`src/rtl/fetch_refill_unit_pkg.sv`:
```
// Shared types and helpers for the fetch unit and its refill engine.
package fetch_refill_unit_pkg;

  localparam int unsigned TAG_W    = 51;
  localparam int unsigned INDEX_W  = 8;
  localparam int unsigned OFFSET_W = 5;
  localparam int unsigned LINE_W   = 256;
  localparam int unsigned ADDR_W   = TAG_W + INDEX_W + OFFSET_W;

  typedef enum logic [1:0] {
    StIdle,
    StReq,
    StData,
    StWrite
  } refillState_e;

  // Line-aligned memory address for a {tag, index} pair.
  function automatic logic [0:ADDR_W-1] composeLineAddr(input logic [0:TAG_W-1]   tag,
                                                       input logic [0:INDEX_W-1] index);
    return {tag, index, {OFFSET_W{1'b0}}};
  endfunction

endpackage

```
`src/rtl/fetch_refill_unit_pending_slot.sv`:
```
// One-entry buffer for a miss that arrives while a refill is already in flight.
module refill_pending_slot
  import fetch_refill_unit_pkg::*;
(
  input  logic                clock_i,
  input  logic                reset_n_i,
  input  logic                flush_i,
  input  logic                missValid_i,
  input  logic                acceptEn_i,
  input  logic [0:TAG_W-1]    missTag_i,
  input  logic [0:INDEX_W-1]  missIndex_i,
  input  logic [0:OFFSET_W-1] missOffset_i,
  input  logic [0:TAG_W-1]    inflightTag_i,
  input  logic [0:INDEX_W-1]  inflightIndex_i,
  input  logic                load_i,
  output logic                pendValid_o,
  output logic [0:TAG_W-1]    pendTag_o,
  output logic [0:INDEX_W-1]  pendIndex_o,
  output logic [0:OFFSET_W-1] pendOffset_o
);

  logic                validQ, validD;
  logic [0:TAG_W-1]    tagQ;
  logic [0:INDEX_W-1]  indexQ;
  logic [0:OFFSET_W-1] offsetQ;
  logic                dupInflight;
  logic                store;

  // Decide whether the incoming miss is captured; flush beats both store and hold.
  always_comb begin
    dupInflight = (missTag_i == inflightTag_i) && (missIndex_i == inflightIndex_i);
    // A full slot drops any further miss, which also covers a repeat of the pending line.
    store       = missValid_i && acceptEn_i && !flush_i && !validQ && !dupInflight;
    validD      = validQ;
    if (flush_i || load_i) begin
      validD = 1'b0;
    end else if (store) begin
      validD = 1'b1;
    end
  end

  // Slot storage.
  always_ff @(posedge clock_i or negedge reset_n_i) begin
    if (!reset_n_i) begin
      validQ  <= 1'b0;
      tagQ    <= '0;
      indexQ  <= '0;
      offsetQ <= '0;
    end else begin
      validQ <= validD;
      if (store) begin
        tagQ    <= missTag_i;
        indexQ  <= missIndex_i;
        offsetQ <= missOffset_i;
      end
    end
  end

  assign pendValid_o  = validQ;
  assign pendTag_o    = tagQ;
  assign pendIndex_o  = indexQ;
  assign pendOffset_o = offsetQ;

endmodule

```
`src/rtl/fetch_refill_unit.sv`:
```
// Refill engine: turns a fetch miss into a 4-beat memory read and a one-cycle cache write.
module fetch_refill_unit
  import fetch_refill_unit_pkg::*;
#(
  parameter int unsigned MEM_BUS_WIDTH  = 64,
  parameter int unsigned LINE_WIDTH     = LINE_W,
  parameter int unsigned TIMEOUT_CYCLES = 255
) (
  input  logic                   clock_i,
  input  logic                   reset_n_i,
  input  logic                   flushPipeline_i,
  input  logic                   isCacheMiss_i,
  input  logic [0:TAG_W-1]       missTag_i,
  input  logic [0:INDEX_W-1]     missIndex_i,
  input  logic [0:OFFSET_W-1]    missOffset_i,
  output logic                   memReq_o,
  output logic [0:ADDR_W-1]      memAddr_o,
  input  logic                   memReqAck_i,
  input  logic [0:MEM_BUS_WIDTH-1] memData_i,
  input  logic                   memDataValid_i,
  output logic [0:TAG_W-1]       newTag_o,
  output logic [0:INDEX_W-1]     newIndex_o,
  output logic [0:OFFSET_W-1]    newOffset_o,
  output logic [0:LINE_WIDTH-1]  newCacheline_o,
  output logic                   cacheUpdateEnable_o,
  output logic                   busy_o,
  output logic                   timeout_o
);

  localparam int unsigned BEATS      = LINE_WIDTH / MEM_BUS_WIDTH;
  localparam int unsigned BEAT_W     = $clog2(BEATS);
  localparam int unsigned BEAT_SHIFT = $clog2(MEM_BUS_WIDTH);
  localparam int unsigned CNT_W      = $clog2(TIMEOUT_CYCLES + 1);

  refillState_e        stateQ, stateD;
  logic [0:TAG_W-1]    tagQ, tagD;
  logic [0:INDEX_W-1]  indexQ, indexD;
  logic [0:OFFSET_W-1] offsetQ, offsetD;
  logic [BEAT_W-1:0]   beatQ, beatD;
  logic [CNT_W-1:0]    toCntQ, toCntD;
  logic [0:LINE_WIDTH-1] lineQ, lineD;
  logic                timeoutD;
  logic                loadPend;

  logic                memReqQ, updQ, busyQ, timeoutQ;
  logic [0:ADDR_W-1]   memAddrQ;
  logic [0:TAG_W-1]    newTagQ;
  logic [0:INDEX_W-1]  newIndexQ;

  logic                pendValid;
  logic [0:TAG_W-1]    pendTag;
  logic [0:INDEX_W-1]  pendIndex;
  logic [0:OFFSET_W-1] pendOffset;

  // The miss offset is carried along with the line but never shapes the address.
  logic unusedOffset;
  assign unusedOffset = ^offsetQ;

  refill_pending_slot uPendingSlot (
    .clock_i         (clock_i),
    .reset_n_i       (reset_n_i),
    .flush_i         (flushPipeline_i),
    .missValid_i     (isCacheMiss_i),
    .acceptEn_i      (stateQ != StIdle),
    .missTag_i       (missTag_i),
    .missIndex_i     (missIndex_i),
    .missOffset_i    (missOffset_i),
    .inflightTag_i   (tagQ),
    .inflightIndex_i (indexQ),
    .load_i          (loadPend),
    .pendValid_o     (pendValid),
    .pendTag_o       (pendTag),
    .pendIndex_o     (pendIndex),
    .pendOffset_o    (pendOffset)
  );

  // Next-state, beat assembly and stall/timeout bookkeeping.
  always_comb begin
    stateD   = stateQ;
    tagD     = tagQ;
    indexD   = indexQ;
    offsetD  = offsetQ;
    beatD    = beatQ;
    lineD    = lineQ;
    timeoutD = 1'b0;
    loadPend = 1'b0;
    unique case (stateQ)
      StIdle: begin
        // A flush drops the unstarted miss, whether buffered or arriving now.
        if (!flushPipeline_i) begin
          if (pendValid) begin
            loadPend = 1'b1;
            tagD     = pendTag;
            indexD   = pendIndex;
            offsetD  = pendOffset;
            stateD   = StReq;
          end else if (isCacheMiss_i) begin
            tagD    = missTag_i;
            indexD  = missIndex_i;
            offsetD = missOffset_i;
            stateD  = StReq;
          end
        end
      end
      StReq: begin
        if (memReqAck_i) begin
          beatD  = '0;
          stateD = StData;
        end else if (toCntQ == CNT_W'(TIMEOUT_CYCLES - 1)) begin
          timeoutD = 1'b1;
        end
      end
      StData: begin
        if (memDataValid_i) begin
          lineD[{beatQ, {BEAT_SHIFT{1'b0}}} +: MEM_BUS_WIDTH] = memData_i;
          beatD = beatQ + 1'b1;
          if (beatQ == BEAT_W'(BEATS - 1)) begin
            stateD = StWrite;
          end
        end else if (toCntQ == CNT_W'(TIMEOUT_CYCLES - 1)) begin
          // Reissue from scratch; beats already captured get overwritten.
          timeoutD = 1'b1;
          beatD    = '0;
          stateD   = StReq;
        end
      end
      StWrite: begin
        if (pendValid && !flushPipeline_i) begin
          loadPend = 1'b1;
          tagD     = pendTag;
          indexD   = pendIndex;
          offsetD  = pendOffset;
          stateD   = StReq;
        end else begin
          stateD = StIdle;
        end
      end
      default: stateD = StIdle;
    endcase

    // Counts stalled cycles; any progress or leaving the waiting states restarts it.
    if ((stateD != stateQ) || timeoutD || (stateQ == StData && memDataValid_i) ||
        !(stateD inside {StReq, StData})) begin
      toCntD = '0;
    end else begin
      toCntD = toCntQ + 1'b1;
    end
  end

  // State and registered outputs, all derived from next-state values.
  always_ff @(posedge clock_i or negedge reset_n_i) begin
    if (!reset_n_i) begin
      stateQ    <= StIdle;
      tagQ      <= '0;
      indexQ    <= '0;
      offsetQ   <= '0;
      beatQ     <= '0;
      toCntQ    <= '0;
      lineQ     <= '0;
      memReqQ   <= 1'b0;
      memAddrQ  <= '0;
      updQ      <= 1'b0;
      busyQ     <= 1'b0;
      timeoutQ  <= 1'b0;
      newTagQ   <= '0;
      newIndexQ <= '0;
    end else begin
      stateQ    <= stateD;
      tagQ      <= tagD;
      indexQ    <= indexD;
      offsetQ   <= offsetD;
      beatQ     <= beatD;
      toCntQ    <= toCntD;
      lineQ     <= lineD;
      memReqQ   <= (stateD == StReq);
      memAddrQ  <= composeLineAddr(tagD, indexD);
      updQ      <= (stateD == StWrite);
      busyQ     <= (stateD != StIdle);
      timeoutQ  <= timeoutD;
      if (stateD == StWrite) begin
        newTagQ   <= tagD;
        newIndexQ <= indexD;
      end
    end
  end

  assign memReq_o            = memReqQ;
  assign memAddr_o           = memAddrQ;
  assign newTag_o            = newTagQ;
  assign newIndex_o          = newIndexQ;
  assign newOffset_o         = '0;
  assign newCacheline_o      = lineQ;
  assign cacheUpdateEnable_o = updQ;
  assign busy_o              = busyQ;
  assign timeout_o           = timeoutQ;

endmodule

```
`config.mk`:
```
export PLATFORM = sky130hd
export DESIGN_NAME = fetch_refill_unit
export DESIGN_NICKNAME = d
export VERILOG_FILES = /design/src/rtl/fetch_refill_unit_pkg.sv /design/src/rtl/fetch_refill_unit_pending_slot.sv /design/src/rtl/fetch_refill_unit.sv
export SDC_FILE = /design/constraint.sdc
export NUM_CORES = 1
export LEC_CHECK = 0
export ABC_AREA = 1
export BUFFER_PORTS_ARGS = -buffer_cell sky130_fd_sc_hd__clkbuf_2
export CORE_MARGIN = 10
export CORE_UTILIZATION = 45
export CTS_CLUSTER_DIAMETER = 200
export CTS_CLUSTER_SIZE = 8
export DETAILED_ROUTE_END_ITERATION = 8
export GPL_ROUTABILITY_DRIVEN = 0
export HOLD_SLACK_MARGIN = 0.08
export PLACE_DENSITY_LB_ADDON = 0.08
export SYNTH_ARGS = -nofsm -noshare
export SYNTH_HDL_FRONTEND = slang
export SYNTH_SLANG_ARGS = --single-unit
```
`constraint.sdc`:
```
create_clock -name clock_i -period 3.65 [get_ports clock_i]
set_input_delay 0.1825 -clock clock_i [delete_from_list [all_inputs] [get_ports clock_i]]
set_output_delay 0.1825 -clock clock_i [all_outputs]
set_load 0.01 [all_outputs]
```
; Word level (Yosys, flattened, before mapping)
; Cells that the tools add are included.
[word_totals]
register_bits = 509
wordCells = 93
out_inout_bits = 388
[classes]
addsub = 3
shift = 2
n_mux = 35
n_reduce_logical = 23
eq_ne = 13
bitwise = 1
[op_table]
columns = operator, n
row1 = $shift A257 B10 Y256 const A, 1
row2 = $shiftx A257 B10 Y256, 1
row3 = $bwmux W256, 1
row4 = $mux W51, 4
row5 = $pmux W51 S2, 1
row6 = $eq A51 B51 Y1, 1
row7 = $mux W8, 5
row8 = $mux W2, 10
row9 = $pmux W8 S2, 1
row10 = $eq A2 B2 Y1 const B, 5
row11 = $neg A9 Y10, 1
row12 = $reduce_bool A2 Y1, 5
row13 = $mux W1, 9
row14 = $not A8 Y9, 1
row15 = $add A8 B1 Y8 const B, 1
row16 = $eq A8 B8 Y1, 1
row17 = $eq A8 B8 Y1 const B, 1
row18 = $pmux W2 S4, 1
row19 = $logic_and A1 B1 Y1, 7
row20 = $eq A2 B1 Y1 const B, 2
row21 = $logic_not A1 Y1, 4
row22 = $logic_or A1 B1 Y1, 4
row23 = $pmux W1 S2, 2
row24 = $pmux W2 S2, 1
row25 = 7 further kinds, 7

; Logic depth before layout (Yosys ltp)
; Gate-level depths: netlist of the first run.
[logic_depth]
ltp_word = 9
depth_mapped = 16
mapped_depth_nobuf = 16

; By module
; Synthesis of the first run repeated with hierarchy kept, for this count alone.
[unflattened]
cells_unflattened = 2579
hier_area_um2 = 21465.6
[by_module_without_submodules]
columns = mod, seq_area_each_um2, area_per_inst_um2, n_inst, cells_per_inst
row1 = fetch_refill_unit, 9759.4, 17685.7, 1, 2009
row2 = refill_pending_slot, 1626.6, 3779.9, 1, 570

; Worst setup path before layout of the first run
; OpenSTA, ideal clock, no wires.
[synth_path]
path_kind = register to register
startpoint = register stateQ[0]
endpoint = register newTagQ (netlist bit newTag_o[10])
period_less_slack_ns = 2.604
setup_slack_ns = 1.046
path_buffers = 3
setup_ns = 0.135
required_ns = 3.515
t_arrival_ns = 2.469
stages_incl_launch_ff = 15
cell_sequence = dfrtp_1 > inv_1 > ha_1 > nand2_2 > inv_2 > nand2_1 > nor3b_1 > nand3_1 > nand2_1 > inv_2 > ha_1 > clkbuf_1 > clkbuf_1 > clkbuf_1 > a31oi_1
[synth_between]
elab_chain_len = 5
word_cells_on_any_way = 14
classes_between = 4 x eq/ne / 9 x mux / 1 x reduce/logical
[synth_lines]
columns = element, line_no
row1 = start: declaration, fetch_refill_unit.sv:35  ; refillState_e stateQ, stateD;
row2 = start signal: assignment, fetch_refill_unit.sv:153  ; stateQ <= StIdle;
row3 = start signal: assignment, fetch_refill_unit.sv:168  ; stateQ <= stateD;
row4 = $mux W2, fetch_refill_unit.sv:97  ; end else if (isCacheMiss_i) begin
row5 = $mux W2, fetch_refill_unit.sv:91  ; if (pendValid) begin
row6 = $mux W2, fetch_refill_unit.sv:90  ; if (!flushPipeline_i) begin
row7 = $pmux W2 S4 (*), fetch_refill_unit.sv:87  ; unique case (stateQ)
row8 = net stateD[0], fetch_refill_unit.sv:35
row9 = $eq A2 B2 Y1 (*), fetch_refill_unit.sv:180  ; if (stateD == StWrite) begin
row10 = end signal: assignment, fetch_refill_unit.sv:181  ; newTagQ <= tagD;
row11 = end: declaration, fetch_refill_unit.sv:47  ; logic [0:TAG_W-1] newTagQ;
; Mark *: on every way through the listed nets, which the timed path passes. The rest lies on a longest branch.
; A chain may end at the register's enable or synchronous reset.

; Worst setup path after layout of the first run
[layout_path]
startpoint = register stateQ[0]
endpoint = register newTagQ (netlist bit newTag_o[15])
[layout_between]
word_cells_on_any_way = 14
classes_between = 4 x eq/ne / 9 x mux / 1 x reduce/logical
[layout_rtl]
columns = element, line_no
row1 = $eq A2 B2 Y1 (tied with other cells), fetch_refill_unit.sv:87
row2 = $pmux W2 S4 (*), fetch_refill_unit.sv:87
row3 = net stateD[1], fetch_refill_unit.sv:35
row4 = $eq A2 B2 Y1 (*), fetch_refill_unit.sv:180
; Marked as above.

==> results of run 1 <==
[worst max-delay path: stages (launching register included)]
cell,delay [ns]
sky130_fd_sc_hd__dfrtp_1,0.41
sky130_fd_sc_hd__inv_1,0.16
sky130_fd_sc_hd__ha_1,0.33
sky130_fd_sc_hd__nand2_4,0.07
sky130_fd_sc_hd__inv_2,0.14
sky130_fd_sc_hd__nand2_4,0.06
sky130_fd_sc_hd__nand2_1,0.05
sky130_fd_sc_hd__nand2_1,0.05
sky130_fd_sc_hd__nand2_1,0.09
sky130_fd_sc_hd__nand2_1,0.13
sky130_fd_sc_hd__inv_1,0.14
sky130_fd_sc_hd__ha_4,0.73
sky130_fd_sc_hd__buf_4,0.42
sky130_fd_sc_hd__nor2_1,0.08
sky130_fd_sc_hd__a31oi_1,0.17
[what timing repair did]
item / 4_1_cts / 5_1_grt
endpoints found under the hold margin: 450 / 0
setup buffers: 0 / 0
hold buffers: 127 / 0
[layer usage]
| layer | vias up | wire length, um | part of all wire |
|---|---|---|---|
| met5 | - | 0 | 0 |
| met4 | 0 | 2960 | 0.036 |
| met3 | 149 | 7200 | 0.089 |
| met2 | 998 | 37900 | 0.47 |
| met1 | 10312 | 33200 | 0.41 |
| li1 | 9636 | - | - |
[worst min path at each step]
| stage | startpoint | endpoint | slack, ns | cells after the start |
|---|---|---|---|---|
| 3_3_place_gp | reset_n_i | newTag_o[23] | 0.26 | 1 |
| 4_1_cts | isCacheMiss_i | stateQ[1] | 0.23 | 6 |
| 5_1_grt | reset_n_i | newTag_o[23] | 0.27 | 2 |
| 3_5_place_dp | reset_n_i | tagQ[23] | 0.27 | 1 |
| 6_report | reset_n_i | tagQ[23] | 0.18 | 2 |
| 2_1_floorplan | reset_n_i | beatQ[0] | -0.11 | 0 |
[area by class of cell]
cell class | count | area, um^2 | share of cell area
Antenna cell | 5 | 12.5 | 0.000463
Timing Repair Buffer | 672 | 4240 | 0.157
Tap cell | 607 | 759 | 0.0281
Inverter | 121 | 462 | 0.0171
Clock buffer | 69 | 1710 | 0.0631
Multi-Input combinational cell | 1739 | 8500 | 0.314
Sequential cell | 450 | 11300 | 0.417
Clock inverter | 6 | 75.1 | 0.00278
[stage by stage]
step	util	area (um^2)	hold WS (ns)	power [mW]
5_1_grt	0.583	27000	0.272	21.8
6_report	0.583	27000	0.181	20.6
3_5_place_dp	0.517	24000	0.271	15.0
2_1_floorplan	-	21100	-0.113	11.7
3_3_place_gp	0.517	24000	0.262	14.8
4_1_cts	0.583	27000	0.232	20.7
[placed cells by master (no fill, tap or decap), types with 10 or more instances in the layout]
master                          synthesis  routed
sky130_fd_sc_hd__nand4_1              130     130
sky130_fd_sc_hd__ha_1                  13      11
sky130_fd_sc_hd__clkbuf_16              0      68
sky130_fd_sc_hd__buf_12                 0      11
sky130_fd_sc_hd__nor3_1                30      30
sky130_fd_sc_hd__nand3_1              301     301
sky130_fd_sc_hd__a31oi_1               59      59
sky130_fd_sc_hd__dlygate4sd3_1          0     127
sky130_fd_sc_hd__inv_2                 10      11
sky130_fd_sc_hd__dfrtp_1              450     448
sky130_fd_sc_hd__a32oi_1               58      58
sky130_fd_sc_hd__nor2_1               108     105
sky130_fd_sc_hd__conb_1                 1      10
sky130_fd_sc_hd__inv_1                110     107
sky130_fd_sc_hd__o21ai_0              321     321
sky130_fd_sc_hd__o211ai_1              20      20
sky130_fd_sc_hd__buf_4                 18      28
sky130_fd_sc_hd__xnor2_1               10      10
sky130_fd_sc_hd__clkbuf_2               0     505
sky130_fd_sc_hd__nand2_1              654     652
[synth_stat cells]
master                     count
sky130_fd_sc_hd__nand2_1     654
sky130_fd_sc_hd__dfrtp_1     450
sky130_fd_sc_hd__o21ai_0     321
sky130_fd_sc_hd__nand3_1     301
sky130_fd_sc_hd__clkbuf_1    166
sky130_fd_sc_hd__nand4_1     130
sky130_fd_sc_hd__inv_1       110
sky130_fd_sc_hd__nor2_1      108
sky130_fd_sc_hd__a31oi_1      59
sky130_fd_sc_hd__a32oi_1      58
sky130_fd_sc_hd__nor3_1       30
sky130_fd_sc_hd__buf_2        25
sky130_fd_sc_hd__o211ai_1     20
sky130_fd_sc_hd__buf_4        18
sky130_fd_sc_hd__ha_1         13
sky130_fd_sc_hd__buf_1        11
sky130_fd_sc_hd__inv_2        10
sky130_fd_sc_hd__xnor2_1      10
sky130_fd_sc_hd__o21ai_1       6
sky130_fd_sc_hd__xor2_1        5
sky130_fd_sc_hd__a21oi_1       3
sky130_fd_sc_hd__nand2_2       3
sky130_fd_sc_hd__buf_6         2
sky130_fd_sc_hd__nor2_2        2
sky130_fd_sc_hd__nor3b_1       2
sky130_fd_sc_hd__a22oi_1       1
sky130_fd_sc_hd__and3_1        1
sky130_fd_sc_hd__clkinv_1      1
sky130_fd_sc_hd__conb_1        1
sky130_fd_sc_hd__nand3_2       1
sky130_fd_sc_hd__or2_2         1
[cells by family after synthesis]
logic type               count (synthesis)  synth area share
flip-flops                             450             0.535
other                                    1          0.000178
buffers and inverters                  343            0.0666
AND/OR/NAND/NOR                       1233             0.257
AO/OA/AOI/OAI                          468             0.128
XOR/XNOR                                15           0.00624
adder cells (fa/ha/maj)                 13           0.00773
[power by group through the flow]
stage	Clock [mW]	Combinational, mW	Sequential [mW]
floorplan	0	3.88	7.80
global placement	0	7.32	7.53
detailed placement	0	7.45	7.57
CTS	5.58	7.59	7.52
global route	5.78	8.31	7.70
finish	5.48	7.61	7.55
[registers in the layout, indices dropped and copies added, names as in the netlist]
| register | cells |
|---|---|
| stateQ | 2 |
| toCntQ | 8 |
| newCacheline_o | 256 |
| uPendingSlot.pendIndex_o | 8 |
| memAddr_o | 2 |
| uPendingSlot.pendValid_o | 1 |
| uPendingSlot.pendTag_o | 51 |
| indexQ | 7 |
| timeout_o | 1 |
| busy_o | 1 |
| tagQ | 50 |
| memReq_o | 1 |
| newTag_o | 51 |
| beatQ | 2 |
| cacheUpdateEnable_o | 1 |
| newIndex_o | 8 |
==> metrics.md, run 1 <==
| Metric | Value |
|---|---|
| Result of the run | `finished clean` |
| Post-Syn Area | `21000 um^2` |
| Mean instance size in the synthesized netlist | `8.34 um^2` |
| Setup WS pre-CTS | `0.544 ns` |
| Pre-Repair DR Iteration Count | `5` |
| Startpoint type of the worst setup path | `flop` |
| Reg2Reg Capture Point | `newTag_o[15]` |
| TritonCTS Buffers | `66` |
| Std cell rows | `79` |
| Cells resized by post-CTS repair | `0` |
| Ports placed on the boundary | `522` |
| Critical-path maximum fanout | `76` |
| Peak clock frequency supported by timing | `314 MHz` |
| Clock skew | `0.0190 ns` |
| Min-delay worst type | `primary input to asynchronous set/reset pin` |
| Count of port buffers added during placement | `506` |
| Switching power total | `8.54 mW` |
| Vias in the first global route | `20.5k` |
| Max H-tree Level | `3` |
| Top post-synthesis cells by area | `sky130_fd_sc_hd__dfrtp_1, sky130_fd_sc_hd__nand2_1, sky130_fd_sc_hd__o21ai_0, sky130_fd_sc_hd__nand3_1, sky130_fd_sc_hd__nand4_1` |
| Proportion of power drawn by combinational gates | `0.369` |
| Library cell occupying the most area in the post-synthesis netlist | `sky130_fd_sc_hd__dfrtp_1` |
| CTS tree | `done` |
| Number of buffers between clock root and the deepest sink | `3` |
| Sum of negative setup slack | `0 ns` |
| Die area | `55800 um^2` |
| Met1 track utilization from global routing | `0.366` |
| Die span in x | `236 um` |
| Sequential Power Share | `0.366` |
| Final antenna-violating net count | `0` |
| Clock net sink count | `450` |
| Global Route met2 Usage | `0.433` |
| DP Cell Count | `3462` |
| Latest clock arrival within the worst-skew pair | `0.59 ns` |
| Number of filler instances in the final layout | `4129` |
| Switching fraction of total power | `0.414` |
| Period minus WS final | `3.18 ns` |
| Pin count of the biggest net entering global routing | `123` |
| Total number of vias | `21.1k` |
| Launch point of the critical path | `stateQ[0]` |
| Required time worst endpoint | `4.15 ns` |
| Register bit total from synthesis | `450` |
| Initial cell density of the core | `0.454` |
| Share of cells above drive strength 1 | `0.213` |
| Total wire length after detailed routing | `81300 um` |
| Max Cap Viol | `0` |
| Peak supply drop | `760 uV` |
| GR Util met3 | `0.0673` |
| Cell count of the worst reg-to-reg path | `14` |
| Die span in y | `236 um` |
| Power density normalized to cell area | `764 nW/um^2` |
| Pin slew with the least headroom to its limit | `1.22 ns` |
| Post-DR wirelength/cell | `22.2 um` |
| Area share of the largest cell type after synthesis | `0.535` |
| Share of power burned in the clock network | `0.265` |
| Final count of hold timing violations | `0` |
| Sequential cell area fraction in the yosys report | `0.535` |
| Critical register-to-register path startpoint | `stateQ[0]` |
| Global-route wire length before repair | `125000 um` |
| Yosys warnings | `0` |
| Yosys cell types | `31` |
| Clock transition at the registers of the reported paths | `0.05 ns` |
| Busiest layer in global routing | `met2` |
| Final clock period utilization by the worst path | `0.872` |
| Leakage power | `13.7 nW` |
| Worst setup EP type | `flop` |
| Crit path arrival time | `3.68 ns` |
| Overflow after GRT | `0` |
| Clock root buffer master | `sky130_fd_sc_hd__clkbuf_16` |
| Register-to-register setup slack | `0.47 ns` |
| Internal power component | `12.1 mW` |
| Worst setup path endpoint | `newTag_o[15]` |
| Count of final setup violators | `0` |
| Synth-to-layout area growth | `28.4%` |
| Overall fraction of global-route tracks in use | `0.279` |
| Final net count | `3197` |
| Core area | `46400 um^2` |
| Unrepaired setup endpoints after global routing | `false` |
| Post-route DRC | `0` |
| Post-Synthesis Cells | `2523` |
| Final worst-path setup slack | `0.468 ns` |
| DRC marker count from the first detailed-route iteration | `2122` |
| Antenna violations before repair | `5` |
| Avg Vias per Cell | `5.75` |
| Final slew viol count | `0` |
| Final non-filler cell total | `3669` |
| Classification of the worst setup path | `flop to flop` |
| Worst slew margin relative to its limit | `0.188` |
| Total half-perimeter wirelength after legalization and detailed placement | `51400 um` |
Power figures use the tool's default switching activity.
==> run 2, diff against run 1 <==
- CORE_UTILIZATION: 45 -> 43
==> run 2 against run 1 <==
  * Hold slack improved by 0.071 ns
  * Register-to-register slack improved by 0.22 ns
  * Routed wire length decreased by 0.47%
  * Critical path type unchanged
  * Critical endpoint is now newTag_o[35]
==> metrics.md, run 2 (synthesis results as in run 1) <==
| Metric | Value |
|---|---|
| Antenna violations before repair | `1 (-4)` |
| Register-to-register setup slack | `0.69 ns (+0.22 ns)` |
| Total number of vias | `20.8k (-1.5%)` |
| Classification of the worst setup path | `flop to flop` |
| Result of the run | `finished clean` |
| Avg Vias per Cell | `5.64 (-1.9%)` |
| Initial cell density of the core | `0.433 (-0.0214)` |
| Die area | `58200 um^2 (+4.3%)` |
| Kind of cell with the highest combined delay on the critical path | `adder cells` |
| Required time worst endpoint | `4.15 ns (about the same)` |
| Ports placed on the boundary | `522 (unchanged)` |
| Die span in x | `241 um (+2.1%)` |
| Share of cells above drive strength 1 | `0.214 (+0.00143)` |
| Leakage power | `13.7 nW (+0.11%)` |
| Count of port buffers added during placement | `506 (unchanged)` |
| Final net count | `3200 (+0.094%)` |
| Vias in the first global route | `20.3k (-0.92%)` |
| Worst slew margin relative to its limit | `0.187 (-0.00102)` |
| Final clock period utilization by the worst path | `0.811 (-0.0606)` |
| Clock transition at the registers of the reported paths | `0.05 ns (about the same)` |
| Startpoint type of the worst setup path | `flop` |
| Peak supply drop | `1250 uV (+65%)` |
| Critical Path Max Stage Delay | `0.56 ns (-0.17 ns)` |
| Global-route wire length before repair | `122000 um (-1.9%)` |
| Post-route DRC | `0 (unchanged)` |
| Min-delay worst type | `primary input to asynchronous set/reset pin` |
| Clock skew | `0.0234 ns (+0.00438 ns)` |
| Number of filler instances in the final layout | `4485 (+8.6%)` |
| Setup WS pre-CTS | `0.673 ns (+0.130 ns)` |
| Unrepaired setup endpoints after global routing | `false` |
| Clock root buffer master | `sky130_fd_sc_hd__clkbuf_16` |
| Final antenna-violating net count | `0 (unchanged)` |
| Core area | `48600 um^2 (+4.9%)` |
| Overall fraction of global-route tracks in use | `0.268 (-0.0104)` |
| Latest clock arrival within the worst-skew pair | `0.60 ns (about the same)` |
| Number of buffers between clock root and the deepest sink | `3 (unchanged)` |
| DRC marker count from the first detailed-route iteration | `1943 (-8.4%)` |
| Hold bufs inserted after CTS | `127 (unchanged)` |
| Total wire length after detailed routing | `80900 um (-0.47%)` |
| Worst setup EP type | `flop` |
| Max Cap Viol | `0 (unchanged)` |
| Final worst-path setup slack | `0.690 ns (+0.221 ns)` |
| GR Util met3 | `0.0713 (+0.00402)` |
| Pre-Repair DR Iteration Count | `8 (+3)` |
| Std cell rows | `81 (+2.5%)` |
| Pin count of the biggest net entering global routing | `145 (+18%)` |
| Max H-tree Level | `3 (unchanged)` |
| Busiest layer in global routing | `met2` |
| Sum of negative setup slack | `0 ns (unchanged)` |
| Most frequent cells in the layout | `sky130_fd_sc_hd__nand2_1, sky130_fd_sc_hd__clkbuf_2, sky130_fd_sc_hd__dfrtp_1, sky130_fd_sc_hd__o21ai_0, sky130_fd_sc_hd__nand3_1` |
| Critical-path maximum fanout | `52 (-32%)` |
| Pin slew with the least headroom to its limit | `1.22 ns (+0.00153 ns)` |
| Post-CTS setup-driven buffer insertion count | `0 (unchanged)` |
| Master of the slowest instance on the critical path | `sky130_fd_sc_hd__ha_4` |
| Period minus WS final | `2.96 ns (-0.221 ns)` |
| Die span in y | `241 um (+2.1%)` |
| Final slew viol count | `0 (unchanged)` |
| Crit path arrival time | `3.46 ns (-0.22 ns)` |
| Critical path cell sequence | `inv_1, ha_1, nand2_4, inv_2, nand2_4, nor3b_1, nand3_1, nand2_1, inv_2, ha_4, buf_4, nor2_1, a31oi_1` |
| Buf+Inv Stages, Crit Path | `4 (unchanged)` |
| Final count of hold timing violations | `0 (unchanged)` |
| Synth-to-layout area growth | `28.6%` |
| TritonCTS Buffers | `66 (unchanged)` |
| Global Route met2 Usage | `0.421 (-0.0120)` |
| Met1 track utilization from global routing | `0.351 (-0.0141)` |
| Power density normalized to cell area | `763 nW/um^2 (-0.13%)` |
| Cells resized by post-CTS repair | `0 (unchanged)` |
| CTS tree | `done` |
| Clock net sink count | `450 (unchanged)` |
| Number of flip-flops under the largest register name | `256 (unchanged)` |
| Post-DR wirelength/cell | `22.0 um (-0.88%)` |
| Total half-perimeter wirelength after legalization and detailed placement | `51000 um (-0.78%)` |
| Peak clock frequency supported by timing | `338 MHz (+7.5%)` |
| Count of final setup violators | `0 (unchanged)` |
| Most common cell after layout, fill and taps aside | `sky130_fd_sc_hd__nand2_1` |
| Overflow after GRT | `0 (unchanged)` |
-- run 2: cell count changes in the layout (fill, tap and decap cells not counted) --
cell / change
sky130_fd_sc_hd__nand3_2: +1
sky130_fd_sc_hd__nand2_1: -1
sky130_fd_sc_hd__nand3_1: -1
sky130_fd_sc_hd__inv_16: +1
sky130_fd_sc_hd__nand2_2: +1
sky130_fd_sc_hd__buf_4: +3
sky130_fd_sc_hd__diode_2: -3
sky130_fd_sc_hd__inv_6: +1
sky130_fd_sc_hd__clkinv_8: -2
-- run 2: layout make-up --
| type | count | area, um^2 | share of cell area |
|---|---|---|---|
| antenna | 2 | 5.00 | 0.000185 |
| clock inverter | 6 | 71.3 | 0.00264 |
| timing repair buffer | 675 | 4270 | 0.158 |
| tap | 622 | 778 | 0.0288 |
| sequential | 450 | 11300 | 0.416 |
| clock buffer | 69 | 1710 | 0.0630 |
| multi-input combinational | 1739 | 8500 | 0.314 |
| inverter | 121 | 462 | 0.0171 |
-- run 2: per-layer routing --
metal,vias up,routed length (um),share of wire
met3,164,7130,0.088
met1,10082,32800,0.41
met5,-,0,0
met2,922,37900,0.47
li1,9621,-,-
met4,0,3050,0.038
-- run 2: worst paths after layout --
path,startpoint,end,cells past startpoint
max in group asynchronous,reset_n_i,newTag_o[15],3
worst min-delay path,reset_n_i,newCacheline_o[163],2
worst max register to register,stateQ[0],newTag_o[35],13
worst max-delay path,stateQ[0],newTag_o[35],13
worst min register to register,newCacheline_o[153],newCacheline_o[153],2
min in group clock_i,isCacheMiss_i,stateQ[1],6
-- run 2: power breakdown --
group,switching (mW),total (mW),internal [mW]
Sequential,1.06,7.53,6.47
Clock,2.21,5.51,3.29
Combinational,5.25,7.60,2.35
-- run 2: per-stage QoR --
stage	hold WS [ns]	util	power, mW	cell area, um^2	std cells
after global routing	0.302	0.556	21.8	27100	3683
after global placement	0.345	0.493	14.9	24000	3480
after CTS	0.220	0.556	20.7	27100	3682
final	0.252	0.556	20.6	27100	3684
after floorplan	-0.113	-	11.7	21100	2532
after detailed placement	0.344	0.493	15.0	24000	3480
